### config.mk
export PLATFORM = sky130hd
export DESIGN_NAME = multi_tick_gen
export DESIGN_NICKNAME = d
export VERILOG_FILES = /design/src/rtl/tick_gen_pkg.sv /design/src/rtl/tick_channel.sv /design/src/rtl/multi_tick_gen.sv
export SDC_FILE = /design/constraint.sdc
export NUM_CORES = 1
export LEC_CHECK = 0
export BUFFER_PORTS_ARGS = -buffer_cell sky130_fd_sc_hd__buf_2
export CAP_MARGIN = 20
export CORE_UTILIZATION = 55
export DETAILED_ROUTE_END_ITERATION = 8
export HOLD_SLACK_MARGIN = 0.02
export PLACE_DENSITY = 0.82
export SLEW_MARGIN = 40
export SYNTH_ARGS = -nofsm -noshare
export SYNTH_HDL_FRONTEND = slang
export SYNTH_SLANG_ARGS = --single-unit
### constraint.sdc
create_clock -name clock -period 7.15 [get_ports clock]
set_input_delay 0.715 -clock clock [delete_from_list [all_inputs] [get_ports clock]]
set_output_delay 0.715 -clock clock [all_outputs]
set_load 0.005 [all_outputs]
### src/rtl/tick_gen_pkg.sv
// tick_gen_pkg: shared constants and types for the programmable tick generator.
//   DEFAULT_WIDTH   default counter/period width per channel
//   tickMode_e      per-channel run mode (periodic or one-shot)
//   TICKS_*         tick periods in 100 MHz board-clock cycles
package tick_gen_pkg;

  localparam int unsigned DEFAULT_WIDTH = 28;

  typedef enum logic {
    MODE_PERIODIC = 1'b0,
    MODE_ONESHOT  = 1'b1
  } tickMode_e;

  // Periods for common slow enables derived from the 100 MHz board clock
  localparam int unsigned TICKS_1HZ    = 100_000_000;
  localparam int unsigned TICKS_100HZ  = 1_000_000;
  localparam int unsigned TICKS_20KHZ  = 5_000;
  localparam int unsigned TICKS_100KHZ = 1_000;

endpackage : tick_gen_pkg

### src/rtl/tick_channel.sv
// tick_channel: one programmable divider channel.
//   clock, reset  rising-edge clock, synchronous active-high reset
//   period        new period value, captured on load
//   load          strobe: write shadow period (and active period when safe)
//   enable        run/pause
//   oneshot       1 = one-shot mode, 0 = periodic mode
//   start         strobe: arm one-shot, or resync phase in periodic mode
//   tick          one-cycle pulse on each period wrap
//   square        toggles on every tick (50 % duty at clock/(2P))
//   busy          channel is actively counting
//   count         live counter value
module tick_channel
  import tick_gen_pkg::*;
#(
  parameter int unsigned WIDTH = DEFAULT_WIDTH
) (
  input  logic             clock,
  input  logic             reset,
  input  logic [WIDTH-1:0] period,
  input  logic             load,
  input  logic             enable,
  input  logic             oneshot,
  input  logic             start,
  output logic             tick,
  output logic             square,
  output logic             busy,
  output logic [WIDTH-1:0] count
);

  logic [WIDTH-1:0] activePeriod;
  logic [WIDTH-1:0] shadowPeriod;
  logic             armed;

  logic [WIDTH-1:0] activeNext;
  logic [WIDTH-1:0] shadowNext;
  logic [WIDTH-1:0] countNext;
  logic             armedNext;
  logic             tickNext;
  logic             squareNext;
  logic             busyNext;

  tickMode_e        mode;
  logic             idle;
  logic             atTerminal;
  logic             running;
  logic             wrap;

  // Status decode of the current state
  always_comb begin
    mode       = tickMode_e'(oneshot);
    idle       = (activePeriod == '0);
    // A-1 only matters when A != 0; idle blocks running in that case
    atTerminal = (count == (activePeriod - WIDTH'(1)));
    running    = enable && !idle && ((mode == MODE_PERIODIC) || armed);
    wrap       = running && atTerminal;
  end

  // Next-state and next-output logic
  always_comb begin
    activeNext = activePeriod;
    shadowNext = shadowPeriod;
    countNext  = count;
    armedNext  = armed;
    tickNext   = 1'b0;
    squareNext = square;
    busyNext   = 1'b0;

    if (running) begin
      if (wrap) begin
        countNext  = '0;
        tickNext   = 1'b1;
        squareNext = ~square;
        activeNext = shadowPeriod;
      end else begin
        countNext = count + WIDTH'(1);
      end
    end

    // While counting periodically, keep armed set so that a switch to
    // one-shot finishes the period in flight and then stops.
    if (mode == MODE_PERIODIC) begin
      if (running) begin
        armedNext = 1'b1;
      end
    end else if (wrap) begin
      armedNext = 1'b0;
    end

    if (start) begin
      countNext = '0;
      if (mode == MODE_PERIODIC) begin
        // Phase resync: restart the period silently
        squareNext = 1'b0;
        tickNext   = 1'b0;
      end else begin
        // Arm, or re-arm on a coincident wrap (tick still fires)
        armedNext = 1'b1;
      end
    end

    if (load) begin
      shadowNext = period;
      // A counting channel defers the new period to its next wrap
      if (!busy || wrap) begin
        activeNext = period;
      end
    end

    // Zero period means idle: counter parked at 0
    if (activeNext == '0) begin
      countNext = '0;
    end

    busyNext = enable && (activeNext != '0) &&
               ((mode == MODE_PERIODIC) || armedNext);
  end

  // State and output registers
  always_ff @(posedge clock) begin
    if (reset) begin
      activePeriod <= '0;
      shadowPeriod <= '0;
      count        <= '0;
      armed        <= 1'b0;
      tick         <= 1'b0;
      square       <= 1'b0;
      busy         <= 1'b0;
    end else begin
      activePeriod <= activeNext;
      shadowPeriod <= shadowNext;
      count        <= countNext;
      armed        <= armedNext;
      tick         <= tickNext;
      square       <= squareNext;
      busy         <= busyNext;
    end
  end

endmodule : tick_channel

### src/rtl/multi_tick_gen.sv
// multi_tick_gen: CHANNELS independent programmable tick generators.
//   clock, reset  rising-edge clock, synchronous active-high reset
//   period_in     packed periods, channel n at [n*WIDTH +: WIDTH]
//   load          per-channel period load strobe
//   enable        per-channel run/pause
//   oneshot       per-channel mode select (1 = one-shot)
//   start         per-channel arm / phase-resync strobe
//   tick          per-channel one-cycle wrap pulse
//   square        per-channel 50 % square wave
//   busy          per-channel counting flag
//   count         packed live counters, same layout as period_in
module multi_tick_gen
  import tick_gen_pkg::*;
#(
  parameter int unsigned WIDTH    = DEFAULT_WIDTH,
  parameter int unsigned CHANNELS = 4
) (
  input  logic                      clock,
  input  logic                      reset,
  input  logic [CHANNELS*WIDTH-1:0] period_in,
  input  logic [CHANNELS-1:0]       load,
  input  logic [CHANNELS-1:0]       enable,
  input  logic [CHANNELS-1:0]       oneshot,
  input  logic [CHANNELS-1:0]       start,
  output logic [CHANNELS-1:0]       tick,
  output logic [CHANNELS-1:0]       square,
  output logic [CHANNELS-1:0]       busy,
  output logic [CHANNELS*WIDTH-1:0] count
);

  // One divider per channel, sliced from the packed buses
  for (genvar ch = 0; ch < int'(CHANNELS); ch++) begin : gChannel
    tick_channel #(
      .WIDTH (WIDTH)
    ) uChannel (
      .clock   (clock),
      .reset   (reset),
      .period  (period_in[ch*WIDTH +: WIDTH]),
      .load    (load[ch]),
      .enable  (enable[ch]),
      .oneshot (oneshot[ch]),
      .start   (start[ch]),
      .tick    (tick[ch]),
      .square  (square[ch]),
      .busy    (busy[ch]),
      .count   (count[ch*WIDTH +: WIDTH])
    );
  end

endmodule : multi_tick_gen

==> results of run 1 <==
==> routing by layer <==
layer,share of wire,vias to the layer above,track usage
met3,0.069,170,0.0441
met5,0,-,0
met2,0.46,837,0.504
li1,-,9480,-
met4,0.039,0,0.135
met1,0.43,9516,0.407
==> cell type report <==
cell class              count  area [um^2]
fillers                  3136        13400
multi-input cells        1945        12900
flip-flops and latches    352         7050
repair buffers            270         1420
clock buffers              59         1180
well taps                 504          631
inverters                  48          180
clock inverters             7          135
diodes                      7         17.5
==> power groups by stage <==
stage,sequential [mW],clock (mW),combinational (mW)
2_1_floorplan,2.16,0,0.611
3_3_place_gp,2.24,0,0.747
3_5_place_dp,2.24,0,0.767
4_1_cts,2.20,2.11,0.774
5_1_grt,2.22,2.19,0.867
6_report,2.20,2.09,0.789
==> worst max path at each step <==
stage | end | from | slack (ns)
after CTS | gChannel[0].uChannel.count[14] | gChannel[0].uChannel.activePeriod[10] | 2.39
after global placement | gChannel[0].uChannel.count[16] | gChannel[0].uChannel.activePeriod[10] | 2.52
after global routing | gChannel[3].uChannel.busy | gChannel[3].uChannel.activePeriod[7] | 1.99
final | gChannel[2].uChannel.count[14] | gChannel[2].uChannel.activePeriod[3] | 2.52
after detailed placement | gChannel[0].uChannel.count[14] | gChannel[0].uChannel.activePeriod[10] | 2.41
after floorplan | gChannel[2].uChannel.count[15] | gChannel[2].uChannel.activePeriod[0] | 3.20
==> flip-flops by register name (all words and copies together) (netlist names) <==
register                        cells
gChannel.uChannel.square            4
gChannel.uChannel.tick              4
gChannel.uChannel.activePeriod    112
gChannel.uChannel.armed             4
gChannel.uChannel.busy              4
gChannel.uChannel.shadowPeriod    112
gChannel.uChannel.count           112
==> cell usage in the layout (no fill, tap or decap), types with 17 or more instances in the layout <==
cell type  instances
xnor2_1          128
o21ai_0           32
mux2i_1          190
or4_1             25
nand4_1           38
xor2_1           106
buf_4             17
and3_1            48
a21oi_1           31
a211oi_1          78
nand3_1           91
nor2_1           379
dfxtp_1          352
nor4_1           169
inv_1             48
clkbuf_16         41
nand2_1          171
nand2b_1          18
a311oi_1          39
nor3_1            72
buf_2            250
or3_1             23
==> metrics by stage <==
step | instance area, um^2 | hold slack (ns) | utilization | cells
after floorplan | 20800 | 0.461 | - | 2523
after global placement | 22100 | 0.475 | 0.599 | 3117
after detailed placement | 22100 | 0.482 | 0.600 | 3118
after CTS | 23400 | 0.368 | 0.636 | 3184
after global routing | 23500 | 0.395 | 0.637 | 3189
final | 23500 | 0.389 | 0.637 | 3192
==> cells by family (layout without fill, tap and decap cells) <==
logic type,after synthesis,in the layout,synth area share
and+or+nand+nor,1184,1184,0.298
DFF,352,352,0.339
AOI/OAI and AO/OA,312,312,0.112
xor gates and xnor gates,236,236,0.101
buffers and inverters,226,384,0.0462
muxes,201,201,0.0974
adders and majority gates,12,12,0.00722
other,0,7,0
==> worst min-delay path, stage by stage <==
cell and delay, ns:
buf_2 0.11, nand2_1 0.05, nor2_1 0.03
==> metrics.cfg, run 1 <==
[die]
start_util=0.564
ios=254
rows=70
dieHeight_um=196
die_w_um=196
core_area_um2=36900
dieArea_um2=38600

[finish]
syn_to_final_growth_pct=12.9
layout-drive-gt1-share=0.151
fin_nets=2797

[timing]
fin_crit_sh=0.648
worst_pin_slew_ns=0.870
slew_headroom=0.415
rsz0062_at_grt=false
hold_viol=0
finalSetupViolCount=0
setup_tns_ns=0
skew_ns=0.00886
fmax_mhz=216
maxSlewViolCount=0
min_period_ns=4.63
fin_ws_ns=2.52

[clocking]
cts_buffers=38
cts_setup_buffers=0
path_clk_slew_ns=0.06
cts_tree=yes
cts-root-buf=clkbuf_16
cts_hold_buf=0
h-tree-depth=2
clkLatencyLatePin_ns=0.56
cts_resized=0
clkSinkCount=352
cts_max_path_buffers=3

[global_route]
antenna_found_initial=5
grt_pass1_wl_mm=97.8
grt.total_usage=0.309
grt_pass1_vias=18600
overflow=0
grt_max_degree=114

[yosys]
syn_nets=2665
synthFlopType=dfxtp_1
synth-edff-count=0
ys_types=91
synth_most_common_cell=nor2_1
synthTopCellsByCount=nor2_1 (380), dfxtp_1 (352), mux2i_1 (190)
ys_seq_area_frac=0.339
ys_warn_count=0
synthArstFlopShare=0
synth_top_area_share=0.339
syn_area_um2=20800
postSynthAreaPerCell_um2=8.25
synth_top_cell_by_area=dfxtp_1
synthTopCellsByArea=dfxtp_1 (34%), mux2i_1 (9.1%), nor2_1 (6.9%), xnor2_1 (5.4%), nor4_1 (5.2%)
netlist_instances=2523
ys_ff_latch=352

[critical_path]
cp_data_required_time_ns=7.60
start_kind=register
rr_endpoint=gChannel[2].uChannel.count[14]
crit_fanout=32
rrSetupSlack_ns=2.52
cp.depth=12
r2r-start=gChannel[2].uChannel.activePeriod[3]
crit_chain=nor4_1 -> nand2_1 -> nor4_1 -> a2bb2o_1 -> or4_4 -> nor3_4 -> buf_4 -> mux2_1 -> o32ai_1 -> nor4_4 -> buf_4 -> nor4_1
path_buf_inv=2
critical_path.slowest_cell=nor4_1
reg2reg_depth=12
crit_top_cell=nor4_1
crit_family=simple AND/OR/NAND/NOR gates
worstSetupEndpointType=register
slowest_delay_ns=0.76
arrival_ns=5.08
path_class=register to register

[power]
comb_power_share=0.155
clockPowerShare=0.411
power_mw=5.08
ir_drop_mv=0.189
intPower_mw=3.66
p_sw_mw=1.43
seqPwrFrac=0.434
power_density_nw_per_um2=216
p_leak_nw=9.16
switching_share=0.280

[status]
status=finished, final reports clean

[route]
routed_wirelength_mm=60.8
vias_per_cell=6.27
wire_per_inst_um=19.0
ant_nets=0
dr_total_vias=20000
dr.pass1.iters=5
first_iter_violations=1553
drc=0

[hold_path]
hold_class=primary input to register
hold_depth=3
holdPathEnd=gChannel[2].uChannel.busy
hold_path.startpoint=enable[2]

[placement]
dpl.hpwl_mm=44.3
place_ws_ns=2.41
numPortBuffers=253
routabilityCongestion=0.962

[run]
cap_violations=0

Power figures use the tool's default switching activity.
==> run 2: changes to the inputs <==
Settings changed: ABC_AREA set to 1, CORE_UTILIZATION 55 to 54, PLACE_DENSITY 0.82 to 0.84.
Clock period 7.15 ns to 4.2 ns, I/O delays scaled along.
==> run 2 against run 1 <==
Net effect:
- sequential share of layout area down 1.7 points
- register-to-register slack worse by 2.2 ns
- sequential power is 66% higher
- critical path depth rose by 14
- fmax up 21%
- clock power up 76%
- critical path type unchanged
- critical endpoint is now gChannel[0].uChannel.count[24]
- highest routed layer unchanged
==> metrics.cfg, run 2 <==
[route]
first_iter_violations=1983  ; +28%
drc=0  ; unchanged
wire_per_inst_um=14.8  ; -22%
ant_nets=0  ; unchanged
routed_wirelength_mm=63.7  ; +4.7%
dr.pass1.iters=6  ; +1
vias_per_cell=5.38  ; -14%
dr_total_vias=23100  ; +15%

[critical_path]
cp-startpoint=gChannel[0].uChannel.activePeriod[0]
path_class=register to register
worstSetupEndpointType=register
rr_endpoint=gChannel[0].uChannel.count[24]
start_kind=register
arrival_ns=4.28  ; -0.80 ns
r2r-start=gChannel[0].uChannel.activePeriod[0]
rrSetupSlack_ns=0.36  ; -2.16 ns
reg2reg_depth=26  ; +14
crit_fanout=37  ; +16%
cp_data_required_time_ns=4.64  ; -2.96 ns

[timing]
finalSetupViolCount=0  ; unchanged
rsz0062_at_grt=false
worst_pin_slew_ns=0.840  ; -0.0301 ns
fmax_mhz=260  ; +21%
maxSlewViolCount=0  ; unchanged
setup_tns_ns=0  ; unchanged
hold_viol=0  ; unchanged
min_period_ns=3.84  ; -0.794 ns
skew_ns=0.0113  ; +0.00246 ns
fin_crit_sh=0.914  ; +0.266
slew_headroom=0.438  ; +0.0225

[global_route]
overflow=0  ; unchanged
grt.total_usage=0.299  ; -0.00975
grt_pass1_wl_mm=103  ; +5.1%
grt_max_degree=60  ; -47%
grt_pass1_vias=20900  ; +12%
antenna_found_initial=0  ; -5

[power]
intPower_mw=6.25  ; +71%
clockPowerShare=0.414  ; +0.003
power_density_nw_per_um2=357  ; +65%
p_leak_nw=11.8  ; +29%
switching_share=0.296  ; +0.0160
comb_power_share=0.174  ; +0.019
ir_drop_mv=0.354  ; +88%
p_sw_mw=2.63  ; +85%
seqPwrFrac=0.411  ; -0.023

[finish]
num-fill-cells=3807  ; +21%
reg_top3=gChannel.uChannel.activePeriod (112), gChannel.uChannel.count (112), gChannel.uChannel.shadowPeriod (112)
final_common_cell=nand2_1
syn_to_final_growth_pct=13.2
seqCellArea_um2=7050  ; unchanged
fin_nets=3874  ; +39%
layout-drive-gt1-share=0.124  ; -0.0267
layout_common_cells=nand2_1 (932), nor2_1 (617), dfxtp_1 (352), inv_1 (347), nand3_1 (300)
multi_input_area_um2=12900  ; -0.17%
final_cell_area_um2=24900  ; +6.1%

[hold_path]
holdPathEnd=gChannel[1].uChannel.shadowPeriod[6]
hold_path.startpoint=period_in[34]
hold_depth=3  ; unchanged
hold_class=primary input to register

[yosys]
ys_seq_area_frac=0.320  ; -0.0186
postSynthAreaPerCell_um2=6.21  ; -25%
synthTopCellsByCount=nand2_1 (934), nor2_1 (619), dfxtp_1 (352)
synthTopCellsByArea=dfxtp_1 (32%), nand2_1 (16%), nor2_1 (11%), nand3_1 (6.8%), inv_1 (5.9%)
ys_warn_count=0  ; unchanged
ys_ff_latch=352  ; unchanged
syn_area_um2=22000  ; +5.8%
ys_types=53  ; -42%
syn_nets=3687  ; +38%
netlist_instances=3545  ; +41%
synth_top_cell_by_area=dfxtp_1
synth_top_area_share=0.320  ; -0.0186
synthArstFlopShare=0  ; unchanged
synth_most_common_cell=nand2_1
synthFlopType=dfxtp_1
synth-edff-count=0  ; unchanged

[die]
dieArea_um2=41600  ; +7.7%
start_util=0.550  ; -0.0140
rows=73  ; +4.3%
core_area_um2=40000  ; +8.5%
dieHeight_um=204  ; +3.8%
die_w_um=204  ; +3.8%
ios=254  ; unchanged

[placement]
numPortBuffers=253  ; unchanged
dpl.hpwl_mm=46.1  ; +4.1%
routabilityCongestion=1.02  ; +6.1%
place_area_um2=23400  ; +6.0%

[status]
status=finished, final reports clean

[clocking]
cts_hold_buf=0  ; unchanged
cts_max_path_buffers=3  ; unchanged
clkLatencyLatePin_ns=0.57  ; about the same
path_clk_slew_ns=0.06  ; about the same
clkSinkCount=352  ; unchanged
h-tree-depth=2  ; unchanged
cts_tree=yes
cts_buffers=41  ; +7.9%
cts-root-buf=clkbuf_16

[run]
cap_violations=0  ; unchanged

run 2: cell count changes after synthesis, sizes merged, moves of 28 or more:
| cell | change |
|---|---|
| nand2 | +782 |
| inv | +320 |
| nor2 | +267 |
| nand3 | +210 |
| mux2i | -190 |
| o21ai | +157 |
| nor4 | -155 |
| a21oi | +98 |
| a211oi | -76 |
| xnor2 | -75 |
| and3 | -47 |
| a311oi | -39 |
| clkbuf | -39 |
| or4 | -28 |
run 2: power by group through the flow:
| stage | logic [mW] | clock network (mW) | registers [mW] |
|---|---|---|---|
| 2_1_floorplan | 1.17 | 0 | 3.67 |
| 3_3_place_gp | 1.49 | 0 | 3.72 |
| 3_5_place_dp | 1.51 | 0 | 3.72 |
| 4_1_cts | 1.52 | 3.73 | 3.65 |
| 5_1_grt | 1.75 | 3.87 | 3.67 |
| 6_report | 1.55 | 3.68 | 3.65 |
run 2: worst max-delay path by stage:
stage / end / slack, ns
after floorplan: gChannel[3].uChannel.count[18] / 1.17
final: gChannel[0].uChannel.count[24] / 0.36
after detailed placement: gChannel[2].uChannel.count[17] / 0.35
after CTS: gChannel[2].uChannel.count[14] / 0.27
after global placement: gChannel[0].uChannel.count[22] / 0.39
after global routing: gChannel[0].uChannel.count[18] / 0.02
run 2: timing repair:
item                       4_1_cts  5_1_grt
setup buffers                    0        1
resized for setup                0       13
setup endpoints to repair        0       85
run 2: routing by layer:
layer	track usage	routed length, um
met1	0.387	27400
met2	0.500	29300
met3	0.0389	4840
met4	0.125	2140
met5	0	0
run 2: metrics by stage:
step / std cells / power, mW / util / worst slack (ns) / hold WS [ns]
after floorplan: 3545 / 4.84 / - / 1.17 / 0.429
after global placement: 4211 / 5.21 / 0.586 / 0.393 / 0.438
after detailed placement: 4211 / 5.23 / 0.586 / 0.349 / 0.453
after CTS: 4285 / 8.90 / 0.621 / 0.272 / 0.0613
after global routing: 4288 / 9.29 / 0.623 / 0.0161 / 0.0951
final: 4289 / 8.88 / 0.623 / 0.359 / 0.0930
run 2: layout make-up:
cell class                      count  share of cell area
Antenna cell                        1            0.000100
Inverter                          372              0.0564
Tap cell                          525              0.0264
Multi-Input combinational cell   2675               0.516
Timing Repair Buffer              290              0.0632
Clock buffer                       60              0.0494
Sequential cell                   352               0.283
Clock inverter                     14             0.00618
run 2: logic make-up (layout without fill, tap and decap cells):
kind of cell	count (synthesis)	after routing	synth area share
compound gates	357	358	0.0867
xor+xnor	186	186	0.0756
fa+ha+maj	12	12	0.00682
buf+inv	520	736	0.0992
flops	352	352	0.320
other cells	0	1	0
simple gates	2118	2119	0.412
run 2: worst max-delay path, stage by stage, from the launching register on:
cell and delay (ns):
dfxtp_1 0.33, inv_1 0.12, ha_1 0.21, nand2_2 0.11
nor2_4 0.21, nand2_1 0.14, inv_1 0.09, nand2_1 0.07
nand2_1 0.07, nand2_1 0.04, nand2_1 0.06, nor2_1 0.03
nand3_1 0.14, nor2_4 0.07, nand2_2 0.16, buf_4 0.37
inv_6 0.19, nand2_1 0.12, nand3_1 0.08, nand2_1 0.10
nand2_1 0.06, nor2_1 0.10, nand2_1 0.06, nor2_1 0.22
nand2_1 0.18, nand2_4 0.30, nor2_1 0.08
==> run 3: changes to the inputs <==
Settings changed: PLACE_DENSITY 0.84 to 0.78, REMOVE_ABC_BUFFERS set to 1.
==> run 3 against run 2 <==
Net effect:
- clock-buffer cell count grew 1
- largest cell class unchanged
- sequential share of layout area is essentially flat
- clock skew grew 0.0018 ns
- fmax grew 1.2%
- largest power group is now sequential cells
- first-iteration DRC count shrank 13%
- worst setup slack gained 0.044 ns
- non-clock buffer count grew 7
- critical path depth shrank 1
==> metrics.cfg, run 3 (synthesized netlist as in run 2, its figures left out) <==
[die]
die_w_um=204  ; unchanged
dieHeight_um=204  ; unchanged
core_area_um2=40000  ; unchanged
dieArea_um2=41600  ; unchanged
start_util=0.550  ; unchanged
ios=254  ; unchanged
rows=73  ; unchanged

[hold_path]
holdPathEnd=gChannel[3].uChannel.shadowPeriod[8]
hold_class=primary input to register
hold_path.startpoint=period_in[92]
hold_depth=3  ; unchanged

[finish]
fin_cells=4294  ; +0.12%
final_cell_area_um2=24900  ; about the same
final_common_cell=nand2_1
syn_to_final_growth_pct=13.2  ; about the same
layout-drive-gt1-share=0.125  ; +0.000963
reg_top3=gChannel.uChannel.activePeriod (112), gChannel.uChannel.count (112), gChannel.uChannel.shadowPeriod (112)
post-route-util=0.623  ; about the same
fin_nets=3880  ; +0.15%
num-fill-cells=3952  ; +3.8%
layout_common_cells=nand2_1 (928), nor2_1 (614), dfxtp_1 (352), inv_1 (347), nand3_1 (300)

[route]
vias_per_cell=5.30  ; -1.6%
first_iter_violations=1718  ; -13%
dr.pass1.iters=5  ; -1
drc=0  ; unchanged
wire_per_inst_um=14.9  ; +0.32%
dr_total_vias=22700  ; -1.5%
routed_wirelength_mm=64.0  ; +0.44%
ant_nets=0  ; unchanged

[power]
clockPowerShare=0.398  ; -0.016
intPower_mw=6.07  ; -3.0%
ir_drop_mv=0.330  ; -6.6%
power_density_nw_per_um2=348  ; -2.5%
comb_power_share=0.180  ; +0.006
seqPwrFrac=0.422  ; +0.011
switching_share=0.300  ; +0.00338
p_leak_nw=11.8  ; +0.14%
p_sw_mw=2.60  ; -1.4%

[global_route]
grt_pass1_wl_mm=102  ; -0.32%
grt_max_degree=76  ; +27%
busiest_layer=met2
gr-usage-met2=0.491  ; -0.00899
met1_usage=0.400  ; +0.0131
overflow=0  ; unchanged
met3_usage=0.0397  ; +0.000797
antenna_found_initial=3  ; +3
grt_pass1_vias=20500  ; -1.9%
grt.total_usage=0.300  ; +0.000985

[critical_path]
rrSetupSlack_ns=0.40  ; +0.04 ns
crit_fanout=14  ; -62%
cp_data_required_time_ns=4.65  ; about the same
rr_endpoint=gChannel[0].uChannel.count[11]
reg2reg_depth=25  ; -3.8%
arrival_ns=4.25  ; -0.03 ns
path_class=register to register
r2r-start=gChannel[0].uChannel.activePeriod[0]
worstSetupEndpointType=register
start_kind=register

[clocking]
clkLatencyLatePin_ns=0.57  ; about the same
clkSinkCount=352  ; unchanged
cts_buffers=39  ; -4.9%
h-tree-depth=2  ; unchanged
cts-root-buf=clkbuf_16
path_clk_slew_ns=0.06  ; about the same
cts_tree=yes
cts_max_path_buffers=3  ; unchanged

[timing]
setup_tns_ns=0  ; unchanged
rsz0062_at_grt=false
holdWs_ns=0.0960  ; +0.00305 ns
fin_crit_sh=0.904  ; -0.0105
maxSlewViolCount=0  ; unchanged
skew_ns=0.0131  ; +0.00180 ns
finalSetupViolCount=0  ; unchanged
min_period_ns=3.80  ; -0.0443 ns
slew_headroom=0.444  ; +0.00636
worst_pin_slew_ns=0.831  ; -0.00951 ns
hold_viol=0  ; unchanged
fmax_mhz=263  ; +1.2%

[status]
status=finished, final reports clean

[placement]
numPortBuffers=253  ; unchanged
routabilityCongestion=0.988  ; -3.2%
dpl.hpwl_mm=46.5  ; +0.88%
dpl.cell_count=4212  ; +0.024%
place_area_um2=23500  ; +0.11%

[run]
cap_violations=0  ; unchanged

==> run 3: changes by cell type in the layout (fill, tap and decap cells not counted), moves of 3 or more <==
cell / change
clkbuf_1: +6
nor2_1: -3
clkinv_2: -3
nand2_8: +3
buf_4: +8
clkbuf_8: -3
nor2_2: +4
nand2_1: -4
==> run 3: layer usage <==
layer  wire length, um  part of all wire  up-vias
met4              1980             0.031        2
li1                  -                 -    11600
met3              4210             0.066      138
met1             28500              0.45    10200
met2             29200              0.46      759
met5                13           0.00020        -
==> run 3: stage by stage <==
stage	power, mW	worst slack (ns)
6_report	8.66	0.404
5_1_grt	9.08	0.00426
4_1_cts	8.67	0.0508
3_5_place_dp	5.24	0.107
3_3_place_gp	5.23	0.138
2_1_floorplan	4.76	-1.80
==> run 3: power by group through the flow <==
stage               Sequential, mW  Combinational, mW  Clock, mW
CTS                           3.65               1.53       3.50
detailed placement            3.72               1.52          0
global placement              3.72               1.51          0
floorplan                     3.67               1.09          0
finish                        3.65               1.56       3.45
global route                  3.67               1.77       3.63
==> run 3: critical path, cell delays in order (launching register included) <==
cell,delay [ns]
dfxtp_1,0.31
inv_1,0.11
ha_1,0.21
nand2_2,0.10
nor2_4,0.21
nand2_1,0.13
inv_1,0.09
nand2_1,0.07
nand3_1,0.08
o21ai_1,0.07
nor2_1,0.09
nand3_1,0.10
nor2_2,0.27
nand2_4,0.19
a21oi_4,0.21
buf_12,0.15
buf_4,0.16
nand2_1,0.06
nand2_1,0.09
nand2_1,0.06
nor2_1,0.19
nand2_1,0.09
nor2_2,0.17
nand2_2,0.20
nand2_8,0.19
nor2_1,0.06
==> run 3: how the worst max path moves through the flow <==
stage                                     startpoint                             end  slack (ns)
2_1_floorplan  gChannel[1].uChannel.activePeriod[19]   gChannel[1].uChannel.count[0]       -1.80
6_report        gChannel[0].uChannel.activePeriod[0]  gChannel[0].uChannel.count[11]        0.40
5_1_grt         gChannel[0].uChannel.activePeriod[0]   gChannel[0].uChannel.count[8]       0.004
3_3_place_gp    gChannel[0].uChannel.activePeriod[0]   gChannel[0].uChannel.count[0]        0.14
4_1_cts         gChannel[0].uChannel.activePeriod[0]  gChannel[0].uChannel.count[11]        0.05
3_5_place_dp    gChannel[0].uChannel.activePeriod[0]  gChannel[0].uChannel.count[16]        0.11
==> run 3: final cells by class <==
cell class	instances	area (um^2)	area share
clock buffer	61	1160	0.0466
tap	525	657	0.0264
inverter	372	1400	0.0563
multi-input combinational	2676	12900	0.518
sequential	352	7050	0.283
clock inverter	8	93.8	0.00377
antenna	3	7.51	0.000301
timing repair buffer	297	1650	0.0662
==> run 3: repair_timing <==
action | CTS | global route
setup buffers | 0 | 7
gates resized for setup | 0 | 22
setup endpoints to repair | 0 | 85
hold buffers | 0 | 0
